`src/rtl/data_memory_dumper_pkg.sv`:
```
// rtl/data_memory_dumper_pkg.sv - shared encodings and constants for the data memory dumper
// Checksum states exist only when MEM_DUMP_CHECKSUM_EN is defined.
package data_memory_dumper_pkg;

  localparam int TAM_BYTE       = 8;
  localparam int DEF_TAM_DATA   = 32;
  localparam int BYTES_PER_WORD = DEF_TAM_DATA / TAM_BYTE;

  localparam logic [7:0] CHK_SEED = 8'h00;

  typedef enum logic [3:0] {
    ST_IDLE     = 4'd0,
    ST_ADDR     = 4'd1,
    ST_LATCH    = 4'd2,
    ST_SEND     = 4'd3,
    ST_WAIT_TX  = 4'd4,
    ST_NEXT     = 4'd5,
    ST_FINISH   = 4'd6
`ifdef MEM_DUMP_CHECKSUM_EN
    ,
    ST_CHK_SEND = 4'd7,
    ST_CHK_WAIT = 4'd8
`endif
  } state_t;

endpackage

```
`src/rtl/data_memory_dumper_uart_tx.sv`:
```
// rtl/data_memory_dumper_uart_tx.sv - one-cycle start pulse towards the UART TX and done tracking
// The byte is presented combinationally in the start cycle and held until the UART reports done.
module uart_tx_handshake_driver
  import data_memory_dumper_pkg::*;
#(
  parameter int W = TAM_BYTE
) (
  input  logic         i_clock,
  input  logic         i_reset,
  input  logic         i_send,
  input  logic [W-1:0] i_byte,
  input  logic         i_tx_done,
  output logic [W-1:0] o_tx_data,
  output logic         o_tx_start,
  output logic         o_byte_done
);

  logic [W-1:0] r_hold;
  logic         r_pending;

  // Only a done that answers our own start counts; a stray or post-reset done is dropped.
  always_ff @(posedge i_clock) begin
    if (i_reset) begin
      r_hold    <= '0;
      r_pending <= 1'b0;
    end else if (i_send) begin
      r_hold    <= i_byte;
      r_pending <= 1'b1;
    end else if (r_pending && i_tx_done) begin
      r_pending <= 1'b0;
    end
  end

  assign o_tx_start  = i_send;
  assign o_tx_data   = i_send ? i_byte : r_hold;
  assign o_byte_done = r_pending & i_tx_done;

endmodule

```
`src/rtl/data_memory_dumper.sv`:
```
// rtl/data_memory_dumper.sv - walks the data memory debug port and streams each word MSB byte first
// Optional MEM_DUMP_CHECKSUM_EN appends an XOR checksum byte after the last data byte.
module data_memory_dumper #(
  parameter int TAM_DATA  = 32,
  parameter int NUM_DIREC = 7,
  parameter int NUM_WORDS = 128,
  parameter int TAM_BYTE  = 8
) (
  input  logic                 i_clock,
  input  logic                 i_reset,
  input  logic                 i_start,
  input  logic [TAM_DATA-1:0]  i_debug_read,
  output logic [NUM_DIREC-1:0] o_debug_pointer,
  output logic [TAM_BYTE-1:0]  o_tx_data,
  output logic                 o_tx_start,
  input  logic                 i_tx_done,
  output logic                 o_busy,
  output logic                 o_done
);

  import data_memory_dumper_pkg::*;

  localparam int BPW   = TAM_DATA / TAM_BYTE;
  localparam int CNT_W = (BPW > 1) ? $clog2(BPW) : 1;
  localparam logic [CNT_W-1:0]     LAST_BYTE = CNT_W'(BPW - 1);
  localparam logic [NUM_DIREC-1:0] LAST_PTR  = NUM_DIREC'(NUM_WORDS - 1);

  state_t               r_state;
  state_t               w_next_state;
  logic [NUM_DIREC-1:0] r_ptr;
  logic [CNT_W-1:0]     r_byte_cnt;
  logic [TAM_DATA-1:0]  r_word;
  logic                 w_send;
  logic                 w_byte_done;
  logic [TAM_BYTE-1:0]  w_word_byte;
  logic [TAM_BYTE-1:0]  w_send_byte;
  logic                 w_last_byte;
  logic                 w_last_word;

  assign w_word_byte     = r_word[TAM_DATA-1 -: TAM_BYTE];
  assign w_last_byte     = (r_byte_cnt == LAST_BYTE);
  assign w_last_word     = (r_ptr == LAST_PTR);
  assign o_debug_pointer = r_ptr;

  always_ff @(posedge i_clock) begin
    if (i_reset) begin
      r_state <= ST_IDLE;
    end else begin
      r_state <= w_next_state;
    end
  end

  always_comb begin
    w_next_state = r_state;
    case (r_state)
      ST_IDLE:    if (i_start) w_next_state = ST_ADDR;
      ST_ADDR:    w_next_state = ST_LATCH;
      ST_LATCH:   w_next_state = ST_SEND;
      ST_SEND:    w_next_state = ST_WAIT_TX;
      ST_WAIT_TX: if (w_byte_done) w_next_state = w_last_byte ? ST_NEXT : ST_SEND;
      ST_NEXT: begin
        if (!w_last_word) begin
          w_next_state = ST_ADDR;
        end else begin
`ifdef MEM_DUMP_CHECKSUM_EN
          w_next_state = ST_CHK_SEND;
`else
          w_next_state = ST_FINISH;
`endif
        end
      end
`ifdef MEM_DUMP_CHECKSUM_EN
      ST_CHK_SEND: w_next_state = ST_CHK_WAIT;
      ST_CHK_WAIT: if (w_byte_done) w_next_state = ST_FINISH;
`endif
      ST_FINISH:  w_next_state = ST_IDLE;
      default:    w_next_state = ST_IDLE;
    endcase
  end

  // Busy drops in the FINISH cycle so it never overlaps the done pulse.
  always_comb begin
    w_send = 1'b0;
    o_busy = 1'b0;
    o_done = 1'b0;
    case (r_state)
      ST_IDLE:   ;
      ST_SEND: begin
        w_send = 1'b1;
        o_busy = 1'b1;
      end
`ifdef MEM_DUMP_CHECKSUM_EN
      ST_CHK_SEND: begin
        w_send = 1'b1;
        o_busy = 1'b1;
      end
`endif
      ST_FINISH: o_done = 1'b1;
      default:   o_busy = 1'b1;
    endcase
  end

  // The pointer is left on the last word after a dump; only a new start rewinds it.
  always_ff @(posedge i_clock) begin
    if (i_reset) begin
      r_ptr      <= '0;
      r_byte_cnt <= '0;
      r_word     <= '0;
    end else begin
      case (r_state)
        ST_IDLE: begin
          if (i_start) begin
            r_ptr      <= '0;
            r_byte_cnt <= '0;
          end
        end
        ST_LATCH: r_word <= i_debug_read;
        ST_WAIT_TX: begin
          if (w_byte_done && !w_last_byte) begin
            r_word     <= r_word << TAM_BYTE;
            r_byte_cnt <= r_byte_cnt + 1'b1;
          end
        end
        ST_NEXT: begin
          if (!w_last_word) begin
            r_ptr      <= r_ptr + 1'b1;
            r_byte_cnt <= '0;
          end
        end
        default: ;
      endcase
    end
  end

`ifdef MEM_DUMP_CHECKSUM_EN
  logic [TAM_BYTE-1:0] r_chk;

  always_ff @(posedge i_clock) begin
    if (i_reset) begin
      r_chk <= TAM_BYTE'(CHK_SEED);
    end else if (r_state == ST_IDLE && i_start) begin
      r_chk <= TAM_BYTE'(CHK_SEED);
    end else if (r_state == ST_SEND) begin
      r_chk <= r_chk ^ w_word_byte;
    end
  end

  assign w_send_byte = (r_state == ST_CHK_SEND) ? r_chk : w_word_byte;
`else
  assign w_send_byte = w_word_byte;
`endif

  uart_tx_handshake_driver #(
    .W (TAM_BYTE)
  ) u_tx_driver (
    .i_clock     (i_clock),
    .i_reset     (i_reset),
    .i_send      (w_send),
    .i_byte      (w_send_byte),
    .i_tx_done   (i_tx_done),
    .o_tx_data   (o_tx_data),
    .o_tx_start  (o_tx_start),
    .o_byte_done (w_byte_done)
  );

endmodule

```
`config.mk`:
```
export PLATFORM = sky130hd
export DESIGN_NAME = data_memory_dumper
export DESIGN_NICKNAME = d
export VERILOG_FILES = /design/src/rtl/data_memory_dumper_pkg.sv /design/src/rtl/data_memory_dumper_uart_tx.sv /design/src/rtl/data_memory_dumper.sv
export SDC_FILE = /design/constraint.sdc
export NUM_CORES = 1
export LEC_CHECK = 0
export BUFFER_PORTS_ARGS = -buffer_cell sky130_fd_sc_hd__buf_2
export CAP_MARGIN = 0
export CORE_MARGIN = 4
export CORE_UTILIZATION = 50
export DETAILED_ROUTE_END_ITERATION = 12
export PLACE_DENSITY = 0.83
export SYNTH_ARGS = -nofsm -noshare
export SYNTH_HDL_FRONTEND = slang
export SYNTH_SLANG_ARGS = --single-unit
```
`constraint.sdc`:
```
create_clock -name i_clock -period 4.76 [get_ports i_clock]
set_input_delay 0.238 -clock i_clock [delete_from_list [all_inputs] [get_ports i_clock]]
set_output_delay 0.238 -clock i_clock [all_outputs]
set_load 0.01 [all_outputs]
```
==> impl_metrics.toml, run 1 <==
[hold_path]
hold_depth = 3
hp-start = "i_tx_done"
whs_endpoint = "u_tx_driver.r_pending"
hold_path.class = "primary input to flip-flop"

[clock_network]
cts_buffers = 5
htreeDepth = 2
cts_resized = 0
ctsLongestPathBuffers = 2
ctsHoldBuffers = 0
cts_setup_buffers = 0
cts_sinks = 53
clk_latency_ns = 0.32
cts_tree = "done"
clk_pin_slew_ns = 0.11
root_buffer = "clkbuf_8"

[final_layout]
n_antenna_cell = 0
syn_to_final_growth_pct = 11.3
multiInputGateArea_um2 = 1390
fillers = 487
drive_above_1_share = 0.229
final_cell_mix = "buf_2, dfxtp_1, a21oi_1"
final_common_cell = "buf_2"
regArea_um2 = 1060
final_nets = 364
finish.utilization = 0.572

[global_routing]
antenna_found_initial = 0
grt_max_degree = 84
use_met1 = 0.229
overflow = 0
grt_first_pass_wirelength_um = 9050
met3_usage = 0.0471
grt_pass1_vias = 2023
grt_util_all_layers = 0.176
use_met2 = 0.283
grt-busiest-layer = "met2"

[critical_path]
r2r-start = "r_state[0]"
crit_arrival_ns = 2.66
endpoint_kind = "output pin"
path_class = "flip-flop to output pin"
required_ns = 4.52
reg2reg_to = "u_tx_driver.r_hold[4]"
r2r_slack_ns = 2.29
cp_max_fo = 83
start_kind = "flip-flop"
r2r_cells = 3

[routing]
viasPerCell = 5.54
num_vias = 2201
wl_per_cell_um = 14.1
firstDrtPassIters = 4
drt-initial-drc-count = 142
post-route-drc-count = 0
postRouteAntennaNets = 0
wl_um = 5580

[yosys]
yosysTopAreaCell = "dfxtp_1"
yosysTopAreaCellShare = 0.405
synthCells = 294
synth_nets = 332
synth_ff_type = "dfxtp_1"
synth_enable_flop_cells = 0
synth.avg_cell_area_um2 = 8.92
synth.area.top_cells = "dfxtp_1, mux2i_1, a21oi_1, o21ai_0, or3_1"
syn_area_um2 = 2620
ys_warn_count = 0
ys_seq_elements = 53
ys_seq_area_frac = 0.405
synth_cell_types = 39
async_flop_share = 0

[timing]
fin_crit_sh = 0.609
finalClockSkew_ns = 0.0115
final_max_slew_viol_count = 0
fin_ws_ns = 1.86
setup_viol_count_final = 0
rsz0062_at_grt = "false"
setup_tns_ns = 0
hold_viol_final = 0
worstMarginPinSlew_ns = 1.18
maxSlewHeadroom = 0.214
hold_slack_ns = 0.198
maxClockFrequency_mhz = 345
period_minus_slack_ns = 2.90

[die]
initial_core_util = 0.513
rows = 26
die_h_um = 80.4
core_um2 = 5110
pin_count = 54
dieWidth_um = 80.4
die-area_um2 = 6470

[placed_design]
place_ws_ns = 2.20
gp_congestion = 0.779
port_buffers = 53
dp_hpwl_um = 3730

[run_status]
status = "complete, no violations"

[power_and_ir_drop]
power_mw = 0.881
vdd_drop_max_mv = 0.138
p_leak_nw = 1.07
powerDensity_nw_per_um2 = 302

[flow_run]
drv_cap = 0
==> Yosys cell counts, types with 3 or more instances <==
cell type	number
nand4b_1	9
or3_1	28
buf_2	8
nor2b_1	9
a21oi_1	42
nand3_1	5
buf_6	3
nor2_1	7
o21ai_0	35
clkbuf_1	14
nand2_1	7
nand2b_1	3
mux2i_1	24
dfxtp_1	53
mux2_2	9
inv_1	4
==> layout make-up <==
cell class                 instances  area share
clock buffer                       5      0.0236
clock inverter                     3     0.00900
timing repair buffer              54      0.0934
inverter                           4     0.00514
sequential                        53       0.364
tap                               70      0.0300
multi-input combinational        208       0.475
==> critical path, cell delays in order (launching register included) <==
cell	delay (ns)
dfxtp_2	1.13
nand3b_1	0.61
mux2_2	0.45
buf_2	0.14
==> routing by layer <==
| layer | up-vias | share of wire |
|---|---|---|
| met1 | 1006 | 0.49 |
| met2 | 53 | 0.45 |
| met4 | 0 | 0.011 |
| met5 | - | 0 |
| li1 | 1133 | - |
| met3 | 9 | 0.051 |
==> cell families after synthesis <==
kind of cell / synth area share
compound gates: 0.185
xor+xnor: 0.00668
fa+ha+maj: 0.00954
buf+inv: 0.0720
flops: 0.405
mux: 0.130
simple gates: 0.192
==> state kept, by name (all words and copies together) (netlist names) <==
name,flops
r_byte_cnt,2
r_word,32
u_tx_driver.r_pending,1
u_tx_driver.r_hold,8
o_debug_pointer,7
r_state,3
==> worst max path at each step <==
stage	from	end	slack (ns)	cells after the start
2_1_floorplan	r_byte_cnt[0]	r_word[13]	3.05	8
3_3_place_gp	r_state[0]	o_tx_data[2]	2.24	3
3_5_place_dp	r_state[0]	o_tx_data[4]	2.20	3
4_1_cts	r_state[0]	o_tx_data[4]	1.84	3
5_1_grt	r_state[0]	o_tx_data[2]	1.64	3
6_report	r_state[0]	o_tx_data[4]	1.86	3
==> metrics by stage <==
step,cell area (um^2),cells
2_1_floorplan,2620,294
3_3_place_gp,2820,389
3_5_place_dp,2820,389
4_1_cts,2920,397
5_1_grt,2920,397
6_report,2920,397
==> where the power goes <==
group / switching [mW] / leakage, nW / internal [mW]
combinational: 0.0650 / 0.595 / 0.0523
clock: 0.158 / 0.0487 / 0.107
sequential: 0.0344 / 0.429 / 0.464
total: 0.258 / 1.07 / 0.624
Note: power is estimated with default switching activity, not from simulation.
==> run 2: changes to the inputs <==
==> constraint.sdc (replaced) <==
create_clock -name i_clock -period 2.9 [get_ports i_clock]
set_input_delay 0.145 -clock i_clock [delete_from_list [all_inputs] [get_ports i_clock]]
set_output_delay 0.145 -clock i_clock [all_outputs]
set_load 0.01 [all_outputs]
==> impl_metrics.toml, run 2 (synthesis gave the netlist of run 1 again) <==
[die]
pin_count = 54
rows = 26
die-area_um2 = 6470
dieWidth_um = 80.4
initial_core_util = 0.513
core_um2 = 5110
die_h_um = 80.4

[critical_path]
start_kind = "flip-flop"
crit_arrival_ns = 2.08
path_class = "flip-flop to output pin"
r2r_slack_ns = 0.94
required_ns = 2.76
endpoint_kind = "output pin"
cp_max_fo = 38

[flow_run]
drv_cap = 0

[final_layout]
final_nets = 368
drive_above_1_share = 0.239
syn_to_final_growth_pct = 12.9
n_antenna_cell = 0
top_register = "r_word"
final_common_cell = "buf_2"
largest_register_ffs = 32
final_cell_mix = "buf_2, dfxtp_1, a21oi_1"

[timing]
hold_slack_ns = 0.0816
final_max_slew_viol_count = 0
rsz0062_at_grt = "false"
finalClockSkew_ns = 0.0116
setup_tns_ns = 0
fin_crit_sh = 0.766
maxSlewHeadroom = 0.633
maxClockFrequency_mhz = 450
period_minus_slack_ns = 2.22
setup_viol_count_final = 0
worstMarginPinSlew_ns = 0.551
hold_viol_final = 0

[global_routing]
overflow = 0
grt_max_degree = 57
grt_pass1_vias = 2115
grt_first_pass_wirelength_um = 9700
antenna_found_initial = 0
grt_util_all_layers = 0.188

[power_and_ir_drop]
power_frac_seq = 0.549
cell_internal_pwr_mw = 1.03
p_sw_mw = 0.430
powerDensity_nw_per_um2 = 493
p_clk_frac = 0.302
share_comb_of_total_power = 0.150
p_leak_nw = 1.09
switching_share = 0.295
vdd_drop_max_mv = 0.213

[clock_network]
cts_resized = 0
clk_latency_ns = 0.32
cts_setup_buffers = 0
cts_buffers = 5
clk_pin_slew_ns = 0.10
htreeDepth = 2
cts_sinks = 53
root_buffer = "clkbuf_8"
cts_tree = "done"
ctsHoldBuffers = 0
ctsLongestPathBuffers = 2

[routing]
drt-initial-drc-count = 126
wl_um = 5800
postRouteAntennaNets = 0
post-route-drc-count = 0
firstDrtPassIters = 5
viasPerCell = 5.62
wl_per_cell_um = 14.5
num_vias = 2252

[placed_design]
port_buffers = 53
dp_hpwl_um = 3940
gp_congestion = 0.811

[run_status]
status = "complete, no violations"

[hold_path]
hold_path.class = "primary input to flip-flop"
run 2: power groups by stage:
stage | clock, mW | sequential, mW | combinational, mW
global placement | 0 | 0.816 | 0.212
global route | 0.488 | 0.807 | 0.244
CTS | 0.447 | 0.800 | 0.217
detailed placement | 0 | 0.817 | 0.215
finish | 0.441 | 0.801 | 0.218
floorplan | 0 | 0.789 | 0.185
run 2: routing by layer:
layer | routed length [um] | up-vias | track usage
met4 | 57 | 0 | 0.0541
met3 | 276 | 6 | 0.0460
li1 | - | 1140 | -
met1 | 2710 | 1059 | 0.242
met5 | 0 | - | 0
met2 | 2760 | 47 | 0.309
run 2: metrics by stage:
stage	total power [mW]	std cells	util	setup WS [ns]	area, um^2
after detailed placement	1.03	393	0.561	0.985	2870
after floorplan	0.974	294	-	1.19	2620
after global placement	1.03	393	0.561	1.04	2870
after global routing	1.54	401	0.580	0.484	2960
final	1.46	401	0.580	0.679	2960
after CTS	1.46	401	0.580	0.642	2960
run 2: path summary, 6_finish.rpt:
path,cells after the start,to,startpoint
worst min-delay path,2,r_byte_cnt[1],i_reset
worst max-delay path,3,o_tx_data[4],r_state[0]
worst max register to register,6,r_word[22],r_byte_cnt[0]
worst min register to register,2,r_word[13],r_word[13]
run 2: cell type report:
class                   count  area (um^2)
well taps                  70         87.6
clock buffers               5         68.8
inverters                   4         15.0
flip-flops and latches     53         1060
fillers                   479         2150
clock inverters             3         25.0
multi-input cells         208         1390
repair buffers             58          315
run 2: critical path, cell delays in order (launching register included):
cell and delay [ns]:
dfxtp_2 0.70, nand3b_1 0.49, mux2_2 0.43, buf_2 0.14
